[src/rtl/spi_master_shifter.sv]
// SPI mode-0 master shifter: one DATA_W-bit full-duplex word per start, MSB first,
// with a CLK_DIV-cycle lead-in and trail-out around the SCLK burst.
module spi_master_shifter #(
  parameter int DATA_W  = 8,
  parameter int CLK_DIV = 2
) (
  input  logic              CLK,
  input  logic              CLR,
  input  logic              start,
  input  logic [DATA_W-1:0] tx_data,
  output logic              busy,
  output logic              done,
  output logic [DATA_W-1:0] rx_data,
  output logic              SCLK,
  output logic              MOSI,
  input  logic              MISO,
  output logic              CS_N
);

  localparam int DIV_W = (CLK_DIV > 1) ? $clog2(CLK_DIV) : 1;
  localparam int BIT_W = $clog2(DATA_W);
  localparam logic [DIV_W-1:0] DIV_LAST = DIV_W'(CLK_DIV - 1);
  localparam logic [BIT_W-1:0] BIT_LAST = BIT_W'(DATA_W - 1);

  typedef enum logic [1:0] {IDLE, LEAD, XFER, TRAIL} state_t;

  state_t state, state_nxt;

  logic [DIV_W-1:0]  div_cnt, div_cnt_nxt;
  logic [BIT_W-1:0]  bit_cnt, bit_cnt_nxt;
  logic [DATA_W-1:0] tx_sr, tx_sr_nxt;
  logic [DATA_W-1:0] rx_sr, rx_sr_nxt;
  logic [DATA_W-1:0] rx_data_nxt;
  logic              sclk_nxt, mosi_nxt, cs_n_nxt, busy_nxt, done_nxt;
  logic              phase_end, last_bit, miso_bit;

  assign phase_end = (div_cnt == DIV_LAST);
  assign last_bit  = (bit_cnt == BIT_LAST);
  // Floating or unknown MISO is taken as 0 rather than propagated.
  assign miso_bit  = (MISO === 1'b1);

  always_ff @(posedge CLK or posedge CLR) begin
    if (CLR) state <= IDLE;
    else     state <= state_nxt;
  end

  always_comb begin
    state_nxt = state;
    unique case (state)
      IDLE:    if (start) state_nxt = LEAD;
      LEAD:    if (phase_end) state_nxt = XFER;
      XFER:    if (phase_end && SCLK && last_bit) state_nxt = TRAIL;
      TRAIL:   if (phase_end) state_nxt = IDLE;
      default: state_nxt = IDLE;
    endcase
  end

  // Every output is produced here as a next value and registered below; the SCLK
  // register doubles as the half-period phase flag during XFER.
  always_comb begin
    div_cnt_nxt = phase_end ? '0 : div_cnt + DIV_W'(1);
    bit_cnt_nxt = bit_cnt;
    tx_sr_nxt   = tx_sr;
    rx_sr_nxt   = rx_sr;
    rx_data_nxt = rx_data;
    sclk_nxt    = 1'b0;
    mosi_nxt    = MOSI;
    cs_n_nxt    = CS_N;
    busy_nxt    = busy;
    done_nxt    = 1'b0;
    unique case (state)
      IDLE: begin
        div_cnt_nxt = '0;
        mosi_nxt    = 1'b0;
        if (start) begin
          tx_sr_nxt   = tx_data;
          bit_cnt_nxt = '0;
          mosi_nxt    = tx_data[DATA_W-1];
          cs_n_nxt    = 1'b0;
          busy_nxt    = 1'b1;
        end
      end
      LEAD: ;
      XFER: begin
        sclk_nxt = SCLK;
        if (phase_end) begin
          if (!SCLK) begin
            sclk_nxt  = 1'b1;
            rx_sr_nxt = {rx_sr[DATA_W-2:0], miso_bit};
          end else begin
            sclk_nxt = 1'b0;
            if (!last_bit) begin
              bit_cnt_nxt = bit_cnt + BIT_W'(1);
              tx_sr_nxt   = {tx_sr[DATA_W-2:0], 1'b0};
              mosi_nxt    = tx_sr[DATA_W-2];
            end
          end
        end
      end
      TRAIL: begin
        if (phase_end) begin
          cs_n_nxt    = 1'b1;
          busy_nxt    = 1'b0;
          done_nxt    = 1'b1;
          mosi_nxt    = 1'b0;
          rx_data_nxt = rx_sr;
        end
      end
      default: ;
    endcase
  end

  always_ff @(posedge CLK or posedge CLR) begin
    if (CLR) begin
      div_cnt <= '0;
      bit_cnt <= '0;
      tx_sr   <= '0;
      rx_sr   <= '0;
      rx_data <= '0;
      SCLK    <= 1'b0;
      MOSI    <= 1'b0;
      CS_N    <= 1'b1;
      busy    <= 1'b0;
      done    <= 1'b0;
    end else begin
      div_cnt <= div_cnt_nxt;
      bit_cnt <= bit_cnt_nxt;
      tx_sr   <= tx_sr_nxt;
      rx_sr   <= rx_sr_nxt;
      rx_data <= rx_data_nxt;
      SCLK    <= sclk_nxt;
      MOSI    <= mosi_nxt;
      CS_N    <= cs_n_nxt;
      busy    <= busy_nxt;
      done    <= done_nxt;
    end
  end

endmodule

[config.mk]
export PLATFORM = sky130hd
export DESIGN_NAME = spi_master_shifter
export DESIGN_NICKNAME = d
export VERILOG_FILES = /design/src/rtl/spi_master_shifter.sv
export SDC_FILE = /design/constraint.sdc
export NUM_CORES = 1
export LEC_CHECK = 0
export CAP_MARGIN = 20
export CORE_ASPECT_RATIO = 1.2
export CORE_MARGIN = 1
export CORE_UTILIZATION = 32
export CTS_BUF_LIST = sky130_fd_sc_hd__clkbuf_4 sky130_fd_sc_hd__clkbuf_8
export DETAILED_ROUTE_END_ITERATION = 8
export SLEW_MARGIN = 20
export SYNTH_ARGS = -nofsm -noshare
export SYNTH_HDL_FRONTEND = slang
export SYNTH_SLANG_ARGS = --single-unit
[constraint.sdc]
create_clock -name CLK -period 3.6 [get_ports CLK]
set_input_delay 1.08 -clock CLK [delete_from_list [all_inputs] [get_ports CLK]]
set_output_delay 1.08 -clock CLK [all_outputs]
set_load 0.1 [all_outputs]
==> results of run 1 <==
[through the flow]
step	utilization	instance area (um^2)	setup WS, ps	instances
finish	0.414	2030	1010	207
global route	0.414	2030	925	207
CTS	0.414	2030	1010	207
detailed placement	0.386	1890	698	199
global placement	0.386	1890	764	199
floorplan	-	1620	1370	118
[placed cells by master, fill, tap and decap left out, drive strengths merged, types with 2 or more instances in the layout]
cell type,instances
a21oi,3
dfrtp,33
mux2i,3
inv,6
buf,14
nor2b,4
nand2,7
bufinv,2
ha,8
mux2,32
nand2b,3
clkbuf,5
o211ai,2
clkdlybuf4s50,11
nor2,3
[logic make-up after synthesis]
| kind of cell | Yosys count |
|---|---|
| DFF | 34 |
| adders and majority gates | 8 |
| and+or+nand+nor | 20 |
| muxes | 35 |
| buffers and inverters | 10 |
| AOI/OAI and AO/OA | 11 |
[worst register-to-register path, delay by kind of cell, from the launching register on]
kind	cells	cell delay, ps
adders and majority gates	1	690
and+or+nand+nor	1	90
buffers and inverters	1	140
DFF	1	420
AOI/OAI and AO/OA	1	670
muxes	1	360
[state kept, by name (all words and copies together), names as in the netlist]
signal,count
rx_data,8
rx_sr,8
tx_sr,7
bit_cnt,3
state,2
CS_N,1
MOSI,1
SCLK,1
busy,1
div_cnt,1
done,1
[area by class of cell]
| cell class | count | share of cell area |
|---|---|---|
| Tap cell | 60 | 0.0370 |
| Inverter | 6 | 0.0111 |
| Sequential cell | 34 | 0.420 |
| Clock inverter | 3 | 0.0339 |
| Clock buffer | 5 | 0.0339 |
| Multi-Input combinational cell | 74 | 0.359 |
| Timing Repair Buffer | 25 | 0.106 |
[layer usage]
layer / wire length, um / vias to the layer above / share of wire / global-route usage
met4: 31 / 0 / 0.010 / 0.0511
met1: 1220 / 470 / 0.41 / 0.142
met2: 1560 / 26 / 0.52 / 0.232
met3: 178 / 4 / 0.059 / 0.0514
li1: - / 459 / - / -
met5: 0 / - / 0 / 0
[how the worst max path moves through the flow]
stage	cells after the start	slack, ps	end	from
2_1_floorplan	3	1370	bit_cnt[0]	SCLK
3_3_place_gp	4	760	tx_sr[0]	start
3_5_place_dp	4	700	tx_sr[4]	start
4_1_cts	4	1010	tx_sr[4]	start
5_1_grt	4	920	tx_sr[4]	start
6_report	4	1010	tx_sr[4]	start
==> impl_metrics.tcl, run 1 <==
set metrics [dict create \
    initial_core_util 0.331 \
    diodes 0 \
    reg2reg_slack_ps 1120 \
    hold_end "rx_data[7]" \
    skew_ps 5.22 \
    synth_flop_cell "dfrtp_1" \
    worstSetupStartpointType "input port" \
    drive_above_1_share 0.401 \
    synth_edf_count 0 \
    cts_buffers 5 \
    multi_input_area_um2 728 \
    htreeDepth 2 \
    cts_resized 0 \
    synthAdderAreaFrac 0.0616 \
    max_stage_delay_ps 670 \
    reg2reg_depth 5 \
    track_usage 0.134 \
    routedWlPerCell_um 14.5 \
    min-delay-start "rx_sr[7]" \
    synth.top_cell.area_share 0.508 \
    drc 0 \
    grt_pass1_vias 1098 \
    synth.distinct_cells 27 \
    yosys.area.top_type "dfrtp_1" \
    drt_iter0_drc 43 \
    grt_max_degree 35 \
    path_clk_slew_ps 70 \
    cts_tree "built" \
    hp-class "reg -> reg" \
    ys_seq_area_frac 0.525 \
    nFillCells 481 \
    die_h_um 80.0 \
    dr.pass1.iters 4 \
    fin_nets 166 \
    drt-total-wl_mm 2.99 \
    die_area_um2 5370 \
    maxSlewViolCount 0 \
    outcome "finished clean" \
    rows 28 \
    netlist_instances 118 \
    chipWidth_um 67.0 \
    num_vias 959 \
    slowest_stage "a221oi_4" \
    syn-mean-instance-area_um2 13.8 \
    crit_required_ps 3770 \
    synth_top_family_by_area "multiplexers" \
    antenna_found_initial 0 \
    maxSlewHeadroom 0.476 \
    portBuffers 24 \
    ff_latch_area_um2 852 \
    synth_compound_area_frac 0.0593 \
    rsz0062_at_grt "false" \
    post-route-period-util 0.720 \
    postCtsSetupBuffers 0 \
    cts_hold_buf 0 \
    crit_arrival_ps 2770 \
    detail-route-antenna-nets 0 \
    grt_pass1_wl_mm 5.19 \
    synth.most_common_cell "dfrtp_1" \
    max_freq_mhz 386 \
    place_hpwl_mm 2.16 \
    yosys_warnings 0 \
    cts_sinks 34 \
    report.final.setup_viol 0 \
    hold_viol 0 \
    syn_area_um2 1620 \
    synthSimpleGateAreaFrac 0.0686 \
    worstSetupPathType "in -> reg" \
    setup_tns_ps 0 \
    async_flop_share 1.00 \
    grt-ovfl-total 0 \
    critPathBufInv 1 \
    rr_startpoint "state[0]" \
    fin_hold_ws_ps 508 \
    r2r-end "tx_sr[4]" \
    synth_xor_area_frac 0 \
    yosys-top-cells-count "dfrtp_1, mux2_2, ha_1, mux2_4, nand2_1" \
    viasPerCell 4.63 \
    worstSetupEndpointType "flop" \
    worst_slew_pin_slew_ps 786 \
    clock_latency_ps 290 \
    synth_area_leaders "dfrtp_1, mux2_2, mux2_4" \
    clk_path_buf_depth 2 \
    maxCapViolations 0 \
    critPathTopFamily "compound AO/OA/AOI/OAI gates" \
    hold_depth 1 \
    timing.final.crit_period_ps 2590 \
    muxShareOfSynthArea 0.259 \
    critPathMaxFanout 10 \
    areaGrowthSynthToFinish_pct 25.0 \
    place.gp.congestion 0.767 \
    synth_seq_cells 34 \
    syn_nets 138 \
    cts_root_buffer "clkbuf_8" \
    boundaryPins 25 \
    core_um2 4900 \
    crit_chain "clkdlybuf4s50_1, nand2_1, a221oi_4, mux2_4" \
]
Power of run 1 is not shown: default switching activity piles up to over one toggle a cycle in this logic, so the estimate is an artifact.
==> run 2: changes to the inputs <==
- clock period: 3.6 -> 2.4 ns (I/O delays scaled with it)
==> run 2 against run 1 <==
Effect of this change: cell count increased by 0.97%; die area unchanged; clock skew decreased by 2.7 ps; first-iteration DRC count decreased by 67%; sequential share of layout area decreased by 0.33 points; critical path type is now reg -> reg; setup slack got worse by 610 ps.
==> impl_metrics.tcl, run 2 (synthesis results as in run 1) <==
set metrics [dict create \
    mostFrequentLayoutCells "dfrtp_1, mux2_2, buf_4" \
    fin_nets 168 \
    rr_startpoint "state[0]" \
    clk_path_buf_depth 2 \
    worstSetupPathType "reg -> reg" \
    worstSetupStartpointType "flop" \
    die_h_um 80.0 \
    max_freq_mhz 500 \
    place_hpwl_mm 2.18 \
    grt_max_degree 35 \
    grt_pass1_wl_mm 5.02 \
    drive_above_1_share 0.409 \
    reg2reg_depth 5 \
    skew_ps 2.50 \
    setup_tns_ps 0 \
    hold_viol 0 \
    cts_tree "built" \
    final_common_cell "dfrtp_1" \
    worstSetupEndpointType "flop" \
    fin_hold_ws_ps 509 \
    critPathMaxFanout 10 \
    slowest_stage "ha_1" \
    cts_resized 0 \
    place.gp.congestion 0.808 \
    rows 28 \
    critPathBufInv 2 \
    nFillCells 469 \
    routedWlPerCell_um 14.3 \
    crit_end "tx_sr[4]" \
    maxSlewViolCount 0 \
    core_um2 4900 \
    max_stage_delay_ps 440 \
    htreeDepth 2 \
    boundaryPins 25 \
    dr.pass1.iters 2 \
    r2r-end "tx_sr[4]" \
    drt_iter0_drc 14 \
    grt-ovfl-total 0 \
    largestRegisters "rx_data x8, rx_sr x8, tx_sr x7" \
    crit_arrival_ps 2170 \
    areaGrowthSynthToFinish_pct 26.0 \
    chipWidth_um 67.0 \
    diodes 0 \
    viasPerCell 4.72 \
    num_vias 986 \
    hp-class "reg -> reg" \
    critPathTopFamily "multiplexers" \
    crit_path_start "state[0]" \
    portBuffers 24 \
    die_area_um2 5370 \
    rsz0062_at_grt "false" \
    worst-path-stages 5 \
    post-route-period-util 0.833 \
    cts_sinks 34 \
    track_usage 0.127 \
    maxSlewHeadroom 0.710 \
    worst_slew_pin_slew_ps 424 \
    drc 0 \
    crit_chain "inv_1, ha_1, buf_4, mux2_2, mux2_4" \
    timing.final.crit_period_ps 2000 \
    path_clk_slew_ps 70 \
    cts_root_buffer "clkbuf_8" \
    crit_required_ps 2570 \
    outcome "finished clean" \
    clock_latency_ps 290 \
    cts_buffers 5 \
    drt-total-wl_mm 2.99 \
    report.final.setup_viol 0 \
    grt_pass1_vias 1092 \
    reg2reg_slack_ps 400 \
    maxCapViolations 0 \
    initial_core_util 0.331 \
    detail-route-antenna-nets 0 \
    postCtsSetupBuffers 0 \
    cts_hold_buf 0 \
    antenna_found_initial 0 \
]
## run 2: cell types whose count changed in the layout (fill, tap and decap cells not counted), sizes merged
cell	change
bufinv	-1
clkinv	-1
buf	+2
clkinvlp	+2
## run 2: per-stage QoR
stage,util,cell area (um^2),setup WS [ps],cells
6_report,0.417,2050,401,209
5_1_grt,0.417,2050,274,209
4_1_cts,0.417,2050,387,209
3_5_place_dp,0.394,1930,124,201
3_3_place_gp,0.394,1930,177,201
2_1_floorplan,-,1620,174,118
## run 2: worst min-delay path by stage
stage / start / endpoint / slack (ps) / cells after the start
3_3_place_gp: tx_sr[0] / tx_sr[0] / 490 / 1
2_1_floorplan: rx_sr[7] / rx_data[7] / 470 / 1
6_report: rx_data[7] / rx_data[7] / 510 / 1
5_1_grt: rx_data[2] / rx_data[2] / 530 / 1
3_5_place_dp: tx_sr[3] / tx_sr[3] / 490 / 1
4_1_cts: tx_sr[0] / tx_sr[0] / 510 / 1
## run 2: final cells by class
type                            instances  area [um^2]  area share
Sequential cell                        34          852       0.416
Multi-Input combinational cell         74          728       0.356
Timing Repair Buffer                   27          255       0.125
Tap cell                               60         75.1      0.0367
Clock buffer                            5         68.8      0.0336
Clock inverter                          3         45.0      0.0220
Inverter                                6         22.5      0.0110
## run 2: per-layer routing
layer / wire (um) / GRT usage / vias up
met5: 0 / 0 / -
met4: 56 / 0.0468 / 0
met3: 216 / 0.0514 / 6
met2: 1550 / 0.221 / 26
met1: 1160 / 0.133 / 485
li1: - / - / 469
Power of run 2 is left out for the same reason.
